**src/rtl/serv_mem_seq_pkg.sv**
```systemverilog
// serv_mem_seq_pkg: shared state, operation and size codes plus lane-select helper for the memory sequencer
package serv_mem_seq_pkg;

    typedef enum logic [2:0] {
        S_IDLE,
        S_INIT,
        S_BUS,
        S_SHIFT,
        S_RUN,
        S_TRAP
    } state_t;

    localparam logic [1:0] OP_LOAD  = 2'b00;
    localparam logic [1:0] OP_STORE = 2'b01;
    localparam logic [1:0] OP_SHIFT = 2'b10;

    localparam logic [1:0] SZ_BYTE = 2'b00;
    localparam logic [1:0] SZ_HALF = 2'b01;
    localparam logic [1:0] SZ_WORD = 2'b10;

    function automatic logic [3:0] wb_sel(input logic [1:0] size, input logic [1:0] lsb);
        return (size >= SZ_WORD) ? 4'b1111 :
               (size == SZ_HALF) ? 4'b0011 << lsb :
                                   4'b0001 << lsb;
    endfunction

endpackage

```
**src/rtl/serv_mem_seq_cnt.sv**
```systemverilog
// serv_mem_seq_cnt: 5-bit bit counter with byte-end, pass-end and byte-index decode
module serv_mem_seq_cnt #(
    parameter int W = 1
) (
    input  logic       i_clk,
    input  logic       i_rst,
    input  logic       i_clr,
    input  logic       i_adv,
    output logic       o_cnt7,
    output logic       o_cnt_done,
    output logic [1:0] o_bytecnt
);

    logic [4:0] cnt;

    // Cleared on entry to a counting phase, then steps by W each active cycle
    always_ff @(posedge i_clk or posedge i_rst) begin
        if (i_rst)
            cnt <= '0;
        else if (i_clr)
            cnt <= '0;
        else if (i_adv)
            cnt <= cnt + 5'(W);
    end

    assign o_cnt7     = cnt[2:0] == 3'(8 - W);
    assign o_cnt_done = cnt == 5'(32 - W);
    assign o_bytecnt  = cnt[4:3];

endmodule

```
**src/rtl/serv_mem_seq.sv**
```systemverilog
// serv_mem_seq: load/store/shift sequencer and single-beat bus master; SERV_MEM_SEQ_TIMEOUT_EN adds a bus timeout trap
module serv_mem_seq
    import serv_mem_seq_pkg::*;
#(
    parameter int W    = 1,
    parameter int TO_W = 8
) (
    input  logic       i_clk,
    input  logic       i_rst,
    input  logic       i_go,
    input  logic [1:0] i_op,
    input  logic [1:0] i_size,
    input  logic [1:0] i_lsb,
    input  logic       i_sh_done,
    output logic       o_busy,
    output logic       o_done,
    output logic       o_trap,
    output logic       o_en,
    output logic       o_init,
    output logic       o_cnt7,
    output logic       o_cnt_done,
    output logic [1:0] o_bytecnt,
    output logic [1:0] o_lsb,
    output logic       o_shift_op,
    output logic       o_load,
    output logic       o_wb_cyc,
    output logic       o_wb_we,
    output logic [3:0] o_wb_sel,
    input  logic       i_wb_ack
);

    state_t     state, state_n;
    logic [1:0] op_q, size_q, lsb_q;
    logic       is_load, is_store, is_shift, misaligned, ack, to_exp, cnt_clr;

    assign is_load    = op_q == OP_LOAD;
    assign is_store   = op_q == OP_STORE;
    assign is_shift   = op_q >= OP_SHIFT;
    assign misaligned = (i_op < OP_SHIFT) &&
                        ((i_size >= SZ_WORD && i_lsb != 2'b00) ||
                         (i_size == SZ_HALF && i_lsb == 2'b11));
    assign ack        = state == S_BUS && i_wb_ack;

    // State register; request fields only change on an accepted start
    always_ff @(posedge i_clk or posedge i_rst) begin
        if (i_rst) begin
            state  <= S_IDLE;
            op_q   <= '0;
            size_q <= '0;
            lsb_q  <= '0;
        end else begin
            state <= state_n;
            if (state == S_IDLE && i_go) begin
                op_q   <= i_op;
                size_q <= i_size;
                lsb_q  <= i_lsb;
            end
        end
    end

    // Next-state: an ack in the timeout expiry cycle takes priority over the trap
    always_comb begin
        state_n = state;
        case (state)
            S_IDLE:  if (i_go) state_n = misaligned ? S_TRAP : S_INIT;
            S_INIT:  if (o_cnt_done) state_n = is_shift ? S_SHIFT : S_BUS;
            S_BUS:   state_n = i_wb_ack ? (is_load ? S_RUN : S_IDLE) : (to_exp ? S_TRAP : S_BUS);
            S_SHIFT: if (i_sh_done) state_n = S_RUN;
            S_RUN:   if (o_cnt_done) state_n = S_IDLE;
            default: state_n = S_IDLE;
        endcase
    end

`ifdef SERV_MEM_SEQ_TIMEOUT_EN
    logic [TO_W-1:0] to_cnt;

    // Counts cycles spent waiting in BUS; idle value is zero
    always_ff @(posedge i_clk or posedge i_rst) begin
        if (i_rst)
            to_cnt <= '0;
        else
            to_cnt <= (state == S_BUS) ? to_cnt + 1'b1 : '0;
    end

    assign to_exp = &to_cnt;
`else
    assign to_exp = TO_W < 0;
`endif

    assign cnt_clr = state_n != state && (state_n == S_INIT || state_n == S_RUN);

    serv_mem_seq_cnt #(.W(W)) u_cnt (
        .i_clk      (i_clk),
        .i_rst      (i_rst),
        .i_clr      (cnt_clr),
        .i_adv      (o_en),
        .o_cnt7     (o_cnt7),
        .o_cnt_done (o_cnt_done),
        .o_bytecnt  (o_bytecnt)
    );

    assign o_busy     = state != S_IDLE;
    assign o_en       = state == S_INIT || state == S_RUN;
    assign o_init     = state == S_INIT;
    assign o_trap     = state == S_TRAP;
    assign o_wb_cyc   = state == S_BUS;
    assign o_wb_we    = o_wb_cyc && is_store;
    assign o_wb_sel   = o_wb_cyc ? wb_sel(size_q, lsb_q) : 4'b0000;
    assign o_load     = ack && is_load;
    assign o_done     = (state == S_RUN && o_cnt_done) || (ack && is_store);
    assign o_lsb      = lsb_q;
    assign o_shift_op = is_shift;

endmodule

```
**config.mk**
```make
export PLATFORM = sky130hd
export DESIGN_NAME = serv_mem_seq
export DESIGN_NICKNAME = d
export VERILOG_FILES = /design/src/rtl/serv_mem_seq_pkg.sv /design/src/rtl/serv_mem_seq_cnt.sv /design/src/rtl/serv_mem_seq.sv
export SDC_FILE = /design/constraint.sdc
export NUM_CORES = 1
export LEC_CHECK = 0
export ABC_CLOCK_PERIOD_IN_PS = 2550
export CORE_UTILIZATION = 30
export CTS_CLUSTER_DIAMETER = 50
export CTS_CLUSTER_SIZE = 8
export DETAILED_ROUTE_END_ITERATION = 10
export GPL_TIMING_DRIVEN = 0
export MAX_ROUTING_LAYER = met4
export PLACE_DENSITY_LB_ADDON = 0.12
export SLEW_MARGIN = 40
export SYNTH_ARGS = -nofsm -noshare
export SYNTH_HDL_FRONTEND = slang
export SYNTH_SLANG_ARGS = --single-unit
```
**constraint.sdc**
```tcl
create_clock -name i_clk -period 2.55 [get_ports i_clk]
set_input_delay 0.51 -clock i_clk [delete_from_list [all_inputs] [get_ports i_clk]]
set_output_delay 0.51 -clock i_clk [all_outputs]
set_load 0.1 [all_outputs]
```
==> summary.txt, run 1 <==
Timing
  • Slew HR: 0.541
  • Maximum clock frequency: 418 MHz
  • Clock Skew: 0.00109 ns
  • Final setup vio count: 0
  • Unrepaired setup endpoints after global routing: false
  • Tightest Pin Transition: 0.684 ns
  • Final min period: 2.39 ns
  • Ratio of final minimum period to clock period: 0.939
  • Setup TNS: 0 ns
  • Final hold vios: 0
  • Fin. max-slew vios: 0

Routing
  • Drc violations: 4
  • Pre-Repair DR Iteration Count: 7
  • Routed Wire Length: around 2000 um
  • Total number of vias: a little under 800
  • DR iter-0 viols: 15
  • Routed length per instance: 12.7 um
  • Vias/cell: ~5.0
  • ANT nets after route: 0

Yosys
  • Yosys reg bits: 14
  • Syn nets: 107
  • Mapped Cells: 93
  • EDFF count, synth: 0
  • Area share of the largest cell type after synthesis: 0.389
  • Cell Area, Synth: between 800 and 900 um2
  • Ys flop type: dfrtp_1
  • Seq/Total Area, Yosys: 0.389
  • Post-synth ARST share: 1.00
  • Ranking of synthesized cells by area: dfrtp_1, mux2_2, ha_1
  • YS warnings: 0
  • Synth cell types: 31
  • Mean post-synth cell area: 9.67 um2
  • Cell accounting for the most synthesized area: dfrtp_1

Global routing
  • First-pass GRT wire length: approximately 3500 um
  • Vias in the first global route: between 700 and 800
  • Busiest grt layer: met2
  • Largest net degree at the start of global routing: 15
  • Initial antenna violation count: 0
  • Total global-route track usage: 0.145
  • Grt ovf: 0
  • M1 GR Usage: 0.177
  • GR Layer Usage met2: 0.236
  • Met3 GRT Util: 0.0300

Floorplanning
  • Die outline area: 3220 um2
  • Starting density of the core: 0.321
  • Rows: 19
  • I/O pins: 30
  • Die Span X: between 50 and 60 um
  • Die height: approximately 57 um
  • Core Region: ~2800 um2

CTS
  • Clock tree sinks: 14
  • Total CTS buffers: 3
  • Clk Latency, worst-skew pair: ~0.28 ns
  • Clock tree buffer depth: 2
  • CTS tree: built
  • H-tree levels: 1
  • Post-CTS Setup Inserts: 0
  • Clock root buffer master: clkbuf_4
  • Clk slew on worst S/H paths: approximately 0.090 ns

Setup path
  • Worst endpoint required time: between 2 and 2.5 ns
  • Critical-path maximum fanout: 10
  • Reg-to-reg endpoint: u_cnt.cnt[3]$_DFFE_PP0P_
  • CP delay by family, top: buffers and inverters
  • RR Startpoint: u_cnt.cnt[0]$_DFFE_PP0P_
  • Crit path DAT: between 1.5 and 2 ns
  • Crit end category: output port
  • R2R setup slack: 0.19 ns
  • Crit path cell chain: clkbuf_2 -> nand2_1 -> nor3b_4 -> a22o_2 -> buf_4
  • CP Launch Type: flip-flop
  • Crit path kind: reg -> out
  • Slowest CP cell: dfrtp_1
  • Worst r2r path cells: 7
  • Max stage delay on crit path: roughly 0.45 ns
  • Worst Path Buf+Inv: 2

Power
  • Max VDD drop: just under 0.0005 V
  • Power per cell area: roughly 1300 nW/um2
  • Leakage: 0.000591 uW

Place
  • Placed cells: 153
  • Port Buffer Count: 29
  • HPWL after DPL: 1540 um
  • GP Congestion: ~0.84

Worst hold path
  • Worst min path class: in -> async

Layout
  • Fill cells: between 300 and 400
  • Final #Nets: about 140
  • N_diodes: 0
  • Area grow syn2layout: 34.5%
  • Post-Layout Cell Count: 157
  • Layout cells sized above 1: 0.357

Flow run
  • MaxCap Viol Count: 0

Outcome
  • Status: complete, but fails checks
  • Violated checks: DRC
## worst reg2reg max path, stage by stage, from the launching register on
cell and delay, ns:
dfrtp_1 0.41, ha_1 0.22, and3_1 0.19, ha_1 0.24
nor4b_1 0.30, a31oi_1 0.09, a211oi_1 0.63, nor3_1 0.14
## final cells by class
type | instances | area [um2] | share of cell area
multi-input cells | 67 | 509 | 0.421
flip-flops and latches | 14 | 350 | 0.290
repair buffers | 29 | 205 | 0.170
plain buffers | 7 | 51.3 | 0.0424
well taps | 31 | 38.8 | 0.0321
clock buffers | 4 | 36.3 | 0.0300
inverters | 5 | 18.8 | 0.0155
## report_power, final
part           switching, uW  internal, uW  total (uW)
Combinational            685           282         968
Sequential              91.6           317         408
Clock                   74.8          86.8         162
Total                    852           686        1540
## stage by stage
stage / cell area [um2] / util / hold WS (ns) / total power [uW] / worst slack [ns]
6_report: 1210 / 0.431 / 0.556 / 1540 / 0.156
5_1_grt: 1210 / 0.431 / 0.582 / 1640 / 0.0245
4_1_cts: 1200 / 0.430 / 0.565 / 1550 / 0.0698
3_5_place_dp: 1160 / 0.414 / 0.543 / 1390 / 0.0601
3_3_place_gp: 1260 / 0.448 / 0.526 / 1440 / -0.649
2_1_floorplan: 928 / - / 0.399 / 1240 / -0.380
## what timing repair did
item                       4_1_cts  5_1_grt
gates cloned                     0        0
gates resized for setup          3        2
setup endpoints to repair        2        2
hold endpoints to repair         0        0
hold buffers                     0        0
## sequential cells by signal (all words and copies together) (netlist names)
| signal | count |
|---|---|
| o_lsb | 2 |
| u_cnt.cnt | 5 |
| state | 3 |
| size_q | 2 |
| op_q | 2 |
## routing by layer
layer | vias to the layer above | wire length (um)
li1 | 393 | -
met1 | 371 | 896
met2 | 20 | 972
met3 | 2 | 105
met4 | 0 | 19
met5 | - | 0
## synth_stat cells, types with 2 or more instances
library cell  number
o21ai_0            2
nor3_1             7
nand3_1            3
buf_4              2
mux2i_1            3
mux2_2             7
nor4b_1            2
nand2_1            4
inv_1              5
nand2b_1           5
dfrtp_1           14
nor2_1            10
clkbuf_1           2
a21oi_1            4
xnor2_1            3
ha_1               3
o21bai_1           2
buf_6              2
## kinds of logic after synthesis
logic type	synth area share
fa+ha+maj	0.0417
simple gates	0.236
xor+xnor	0.0292
buf+inv	0.0765
compound gates	0.106
flops	0.389
mux	0.121
## placed cells by master (no fill, tap or decap), types with 2 or more instances in the layout
master and count:
a21oi_2 3, buf_2 16, buf_4 4, buf_6 2
clkbuf_4 5, clkdlybuf4s50_1 10, dfrtp_1 14, ha_1 3
inv_1 5, mux2_2 7, mux2i_1 3, nand2_1 4
nand2b_1 5, nand3_1 3, nor2_1 10, nor3_1 6
nor4b_1 2, o21ai_0 2, o21bai_1 2, xnor2_1 3
## how the worst max path moves through the flow
stage / cells after the start / start / slack (ns) / end
floorplan: 4 / state[1]$_DFF_PP0_ / -0.38 / o_done
global placement: 5 / i_wb_ack / -0.65 / o_load
detailed placement: 5 / i_wb_ack / 0.06 / o_load
CTS: 5 / i_wb_ack / 0.07 / o_load
global route: 5 / state[1]$_DFF_PP0_ / 0.02 / o_done
finish: 5 / state[1]$_DFF_PP0_ / 0.16 / o_done
No activity file was read; power rests on OpenSTA's default activity.
==> inputs of run 2 (changes only) <==
--- a/config.mk
+++ b/config.mk
@@ -8,7 +8,6 @@
 export ABC_CLOCK_PERIOD_IN_PS = 2550
 export CORE_UTILIZATION = 30
 export CTS_CLUSTER_DIAMETER = 50
-export CTS_CLUSTER_SIZE = 8
 export DETAILED_ROUTE_END_ITERATION = 10
 export GPL_TIMING_DRIVEN = 0
 export MAX_ROUTING_LAYER = met4
==> results of run 2 <==
Final layout, timing and power as in run 1 (identical DEF).
